===== src/rtl/ecpu_bus_pkg.sv =====
// Shared types and constants for the ECPU Wishbone bus fabric.
package ecpu_bus_pkg;

    localparam int unsigned MASTER_IMEM  = 0;
    localparam int unsigned MASTER_DMEM  = 1;
    localparam int unsigned WB_TIMEOUT_W = 16;

    // Encoding doubles as the one-hot grant vector.
    typedef enum logic [1:0] {
        IDLE = 2'b00,
        GNT0 = 2'b01,
        GNT1 = 2'b10
    } arb_state_t;

endpackage


===== src/rtl/ecpu_bus_watchdog.sv =====
// Bus watchdog: counts stalled strobe cycles and flags a timeout so the
// fabric can answer a hung slave with an error.
module ecpu_bus_watchdog
    import ecpu_bus_pkg::*;
#(
    parameter int unsigned TIMEOUT_CYCLES = 255
) (
    input  logic clk_i,
    input  logic rst_ni,
    input  logic stall_i,
    input  logic clr_i,
    output logic timeout_hit_c_o
);

    logic [WB_TIMEOUT_W-1:0] count_q;
    logic [WB_TIMEOUT_W-1:0] count_d;

    // A zero limit disables the watchdog entirely.
    assign timeout_hit_c_o = (TIMEOUT_CYCLES != 0) &&
                             (count_q == WB_TIMEOUT_W'(TIMEOUT_CYCLES));

    always_comb begin
        count_d = count_q;
        if (clr_i || timeout_hit_c_o) begin
            count_d = '0;
        end else if (stall_i) begin
            count_d = count_q + WB_TIMEOUT_W'(1);
        end
    end

    always_ff @(posedge clk_i or negedge rst_ni) begin
        if (!rst_ni) begin
            count_q <= '0;
        end else begin
            count_q <= count_d;
        end
    end

endmodule


===== src/rtl/ecpu_wb_arbiter.sv =====
// Two-master to one-slave Wishbone B4 classic arbiter: fetch port (m0) and
// load/store port (m1) share the unified memory port; grant held for a whole CYC.
module ecpu_wb_arbiter
    import ecpu_bus_pkg::*;
#(
    parameter int unsigned XLEN           = 32,
    parameter int unsigned ADDR_WIDTH     = 32,
    parameter int unsigned RR_ENABLE      = 0,
    parameter int unsigned TIMEOUT_CYCLES = 255
) (
    input  logic                  clk_i,
    input  logic                  rst_ni,
    input  logic                  m0_cyc_i,
    input  logic                  m0_stb_i,
    input  logic                  m0_we_i,
    input  logic [ADDR_WIDTH-1:0] m0_adr_i,
    input  logic [XLEN-1:0]       m0_dat_i,
    input  logic [XLEN/8-1:0]     m0_sel_i,
    output logic                  m0_ack_o,
    output logic                  m0_err_o,
    output logic [XLEN-1:0]       m0_dat_o,
    input  logic                  m1_cyc_i,
    input  logic                  m1_stb_i,
    input  logic                  m1_we_i,
    input  logic [ADDR_WIDTH-1:0] m1_adr_i,
    input  logic [XLEN-1:0]       m1_dat_i,
    input  logic [XLEN/8-1:0]     m1_sel_i,
    output logic                  m1_ack_o,
    output logic                  m1_err_o,
    output logic [XLEN-1:0]       m1_dat_o,
    output logic                  s_cyc_o,
    output logic                  s_stb_o,
    output logic                  s_we_o,
    output logic [ADDR_WIDTH-1:0] s_adr_o,
    output logic [XLEN-1:0]       s_dat_o,
    output logic [XLEN/8-1:0]     s_sel_o,
    input  logic                  s_ack_i,
    input  logic                  s_err_i,
    input  logic [XLEN-1:0]       s_dat_i,
    output logic [1:0]            grant_o
);

    arb_state_t state_q, state_d;
    logic       last_grant_q, last_grant_d;
    logic       wd_stall;
    logic       wd_clr;
    logic       wd_hit;

    // Winner among current requesters; a tie goes to m1 unless round-robin
    // says m1 had the bus last.
    function automatic arb_state_t arbitrate(input logic cyc0, input logic cyc1,
                                             input logic last);
        arb_state_t win;
        if (cyc0 && cyc1) begin
            win = ((RR_ENABLE != 0) && (last == 1'(MASTER_DMEM))) ? GNT0 : GNT1;
        end else if (cyc1) begin
            win = GNT1;
        end else if (cyc0) begin
            win = GNT0;
        end else begin
            win = IDLE;
        end
        return win;
    endfunction

    always_comb begin
        state_d      = state_q;
        last_grant_d = last_grant_q;
        s_cyc_o      = 1'b0;
        s_stb_o      = 1'b0;
        s_we_o       = 1'b0;
        s_adr_o      = '0;
        s_dat_o      = '0;
        s_sel_o      = '0;
        m0_ack_o     = 1'b0;
        m0_err_o     = 1'b0;
        m1_ack_o     = 1'b0;
        m1_err_o     = 1'b0;
        wd_stall     = 1'b0;
        case (state_q)
            IDLE: state_d = arbitrate(m0_cyc_i, m1_cyc_i, last_grant_q);
            GNT0: begin
                s_cyc_o  = m0_cyc_i;
                s_stb_o  = m0_stb_i & ~wd_hit;
                s_we_o   = m0_we_i;
                s_adr_o  = m0_adr_i;
                s_dat_o  = m0_dat_i;
                s_sel_o  = m0_sel_i;
                m0_ack_o = s_ack_i;
                m0_err_o = s_err_i | wd_hit;
                wd_stall = m0_stb_i & ~s_ack_i & ~s_err_i;
                // Release hands straight over to a waiting master.
                if (!m0_cyc_i) begin
                    state_d      = arbitrate(m0_cyc_i, m1_cyc_i, last_grant_q);
                    last_grant_d = 1'(MASTER_IMEM);
                end
            end
            GNT1: begin
                s_cyc_o  = m1_cyc_i;
                s_stb_o  = m1_stb_i & ~wd_hit;
                s_we_o   = m1_we_i;
                s_adr_o  = m1_adr_i;
                s_dat_o  = m1_dat_i;
                s_sel_o  = m1_sel_i;
                m1_ack_o = s_ack_i;
                m1_err_o = s_err_i | wd_hit;
                wd_stall = m1_stb_i & ~s_ack_i & ~s_err_i;
                if (!m1_cyc_i) begin
                    state_d      = arbitrate(m0_cyc_i, m1_cyc_i, last_grant_q);
                    last_grant_d = 1'(MASTER_DMEM);
                end
            end
            default: state_d = IDLE;
        endcase
    end

    always_ff @(posedge clk_i or negedge rst_ni) begin
        if (!rst_ni) begin
            state_q      <= IDLE;
            last_grant_q <= 1'(MASTER_DMEM);
        end else begin
            state_q      <= state_d;
            last_grant_q <= last_grant_d;
        end
    end

    assign grant_o  = 2'(state_q);
    assign m0_dat_o = s_dat_i;
    assign m1_dat_o = s_dat_i;
    assign wd_clr   = (state_d != state_q) | s_ack_i | s_err_i;

    ecpu_bus_watchdog #(
        .TIMEOUT_CYCLES(TIMEOUT_CYCLES)
    ) u_wdog (
        .clk_i          (clk_i),
        .rst_ni         (rst_ni),
        .stall_i        (wd_stall),
        .clr_i          (wd_clr),
        .timeout_hit_c_o(wd_hit)
    );

endmodule


===== config.mk =====
export PLATFORM = sky130hd
export DESIGN_NAME = ecpu_wb_arbiter
export DESIGN_NICKNAME = d
export VERILOG_FILES = /design/src/rtl/ecpu_bus_pkg.sv /design/src/rtl/ecpu_bus_watchdog.sv /design/src/rtl/ecpu_wb_arbiter.sv
export SDC_FILE = /design/constraint.sdc
export NUM_CORES = 1
export LEC_CHECK = 0
export ABC_CLOCK_PERIOD_IN_PS = 2300
export CAP_MARGIN = 10
export CORE_AREA = 10 10 117 119
export CTS_CLUSTER_DIAMETER = 30
export DETAILED_ROUTE_END_ITERATION = 16
export DIE_AREA = 0 0 127 129
export PLACE_DENSITY_LB_ADDON = 0.12
export SLEW_MARGIN = 10
export SYNTH_ARGS = -nofsm -noshare
export SYNTH_HDL_FRONTEND = slang
export SYNTH_SLANG_ARGS = --single-unit

===== constraint.sdc =====
create_clock -name clk_i -period 2.3 [get_ports clk_i]
set_clock_uncertainty 0.2 [all_clocks]
set_input_delay 0.46 -clock clk_i [delete_from_list [all_inputs] [get_ports clk_i]]
set_output_delay 0.46 -clock clk_i [all_outputs]
set_load 0.01 [all_outputs]

==> reports/results.ini <==
[flow_run]
maxCapViolCount = 0

[synthesis]
synth-edff-count = 0
yosysWarningCount = 0
synth_nets = 539
synthCells = 356
synth_seq_cells = 18
async_flop_share_pct = 100.0
synth_area_leader_cell = a22oi_1
yosysUniqueCellTypes = 37
ys_seq_area_share_pct = 16.84
syn_avg_cell_area_um2 = 7.514
netlist_top_cells_area = a22oi_1, buf_4, dfrtp_1
synth_ff_type = dfrtp_1
syn_area_mm2 = 0.002675
synth.top_cell.area_share_pct = 19.64

[detailed_routing]
num_vias = 3393
wl_per_cell_um = 21.74
wirelength_mm = 15.40
dr_wl_met3_mm = 1.408
dr.pass1.iters = 4
post_drt_via_cell_ratio = 4.792
wl_met1_mm = 5.980
met2_wirelength_mm = 7.969
drt-initial-drc-count = 165
top_layer_used = met4
ant_nets = 0
drc = 0

[die]
row_count = 39
core_mm2 = 0.01132
initial_core_util_pct = 23.63
die_y_um = 129
dieArea_mm2 = 0.01638
die_width_um = 127
pin_count = 319

[global_route]
grt_pass1_wl_mm = 21.83
track_usage_pct = 16.61
grt.overflow.total = 0
grt_max_degree = 33
antenna_found_initial = 0
grt_pass1_vias = 3466

[finish]
final_net_count = 749
layout_common_cells = clkdlybuf4s50_1, buf_2, nor2b_1
drive_above_1_share_pct = 43.36
fillCellCount = 1119
layout_commonest_cell = clkdlybuf4s50_1
n_antenna_cell = 0
stdcell_count = 708
fin_util_pct = 49.25
final_area_mm2 = 0.005575
area_delta_synth_final_pct = 108.4

[setup_path]
cp_top_family = simple AND/OR/NAND/NOR gates
crit_path_max_incr_delay_ns = 0.51
worstSetupPathType = reg -> reg
worst-path-max-fanout = 8
crit_chain = buf_6 > ha_4 > buf_8 > buf_12 > nor3_2 > or4_4 > a211o_4 > nor2_4
critPathBufInv = 3
crit_path_start_kind = flop
r2r_end = u_wdog.count_q[8]$_DFFE_PN0P_
r2r_slack_ns = -0.10
cp.arrival_ns = 2.38
worstPathRequired_ns = 2.28
crit_path_top_delay_cell = or4_4
rr_worst_depth = 8
r2r_start = grant_o[1]$_DFF_PN0_
cp-end-kind = flop

[clock_tree]
cts_buffers = 3
clk_latency_ns = 0.25
clock_path_buffers = 2
path_clk_slew_ns = 0.05
cts_tree = yes
cts_max_level = 1
ctsRootBufferMaster = clkbuf_16
cts_sinks = 18

[power]
power_leakage_nw = 2.209
power.density_mw_per_mm2 = 949.0
p_total_mw = 5.291
ir_drop_v = 0.0005012

[placement]
dpl.cell_count = 678
post_dp_cell_area_mm2 = 0.004892
dp_slack_ns = -0.2398
place_congestion = 0.8255
io_buffers = 222
dp_hpwl_mm = 11.68

[sta]
fin_hold_ws_ns = 0.3356
finalWorstSetupSlack_ns = -0.1020
fmax_ghz = 0.4163
slew_violations = 0
period_minus_slack_ns = 2.402
setup_violations = 40
tns_ns = -2.037
rsz0062_at_grt = yes
hold_violations = 0
slew-limit-headroom_pct = 73.57
worst_slew_pin_slew_ns = 0.3947
period_share_pct = 104.4

[min_path]
min_path_type = in -> async

[outcome]
status = finished with violations
violations = negative setup slack

## state kept, by name, indices dropped and copies added (netlist names)
signal          flops
u_wdog.count_q     16
grant_o             2
## routing by layer
| layer | GRT usage [%] | vias to the layer above |
|---|---|---|
| met5 | 0 | - |
| met4 | 1.407 | 0 |
| met3 | 5.996 | 8 |
| met2 | 29.86 | 191 |
| met1 | 19.16 | 1593 |
| li1 | - | 1601 |
## cells in the mapped netlist (all sizes together) (2+ instances only)
cell type and number:
clkbuf 17, nand3 5, nand4 2, nor3 9, dfrtp 18, ha 5
nand2 11, and3 2, a21oi 3, buf 73, o21ai 4, and2 6
nor2b 70, xnor2 14, inv 8, nor2 24, a22oi 70
## area by class of cell
cell class | count | area, µm² | area share [%]
Timing Repair Buffer | 294 | 2788 | 50.00
Multi-Input combinational cell | 241 | 2039 | 36.58
Sequential cell | 18 | 450.4 | 8.079
Tap cell | 143 | 178.9 | 3.209
Clock buffer | 4 | 88.84 | 1.593
Inverter | 8 | 30.03 | 0.5386
## power breakdown
part	internal, mW	switching (mW)	leakage [nW]	total (mW)
Sequential	0.333	0.0167	0.249	0.350
Combinational	2.53	2.03	1.92	4.56
Clock	0.264	0.117	0.0442	0.382
## how the worst max path moves through the flow
| stage | startpoint | cells after the start | to | slack (ns) |
|---|---|---|---|---|
| final | grant_o[1]$_DFF_PN0_ | 8 | u_wdog.count_q[8]$_DFFE_PN0P_ | -0.10 |
| after global routing | grant_o[1]$_DFF_PN0_ | 8 | u_wdog.count_q[8]$_DFFE_PN0P_ | -0.17 |
| after CTS | grant_o[0]$_DFF_PN0_ | 7 | s_adr_o[17] | -0.11 |
| after detailed placement | grant_o[0]$_DFF_PN0_ | 7 | s_cyc_o | -0.24 |
| after global placement | grant_o[1]$_DFF_PN0_ | 6 | s_dat_o[31] | -0.21 |
| after floorplan | grant_o[0]$_DFF_PN0_ | 6 | s_adr_o[0] | -0.06 |
## timing repair
action	in CTS	in global routing
gates resized for setup	358	77
hold endpoints to repair	0	0
buffers inserted	11	7
gates cloned	8	1
hold buffers	0	0
pin swaps	30	17
setup endpoints to repair	91	89
## kinds of logic (layout without fill, tap and decap cells)
family / after synthesis / in the layout / share of synthesized area, %
AND/OR/NAND/NOR: 135 / 135 / 28.81
buffers and inverters: 98 / 306 / 23.34
AO/OA/AOI/OAI: 83 / 84 / 22.97
flip-flops: 18 / 18 / 16.84
XOR/XNOR: 15 / 15 / 4.911
adder cells (fa/ha/maj): 5 / 5 / 2.339
multiplexers: 2 / 2 / 0.7951
(Power assumes the default switching activity.)
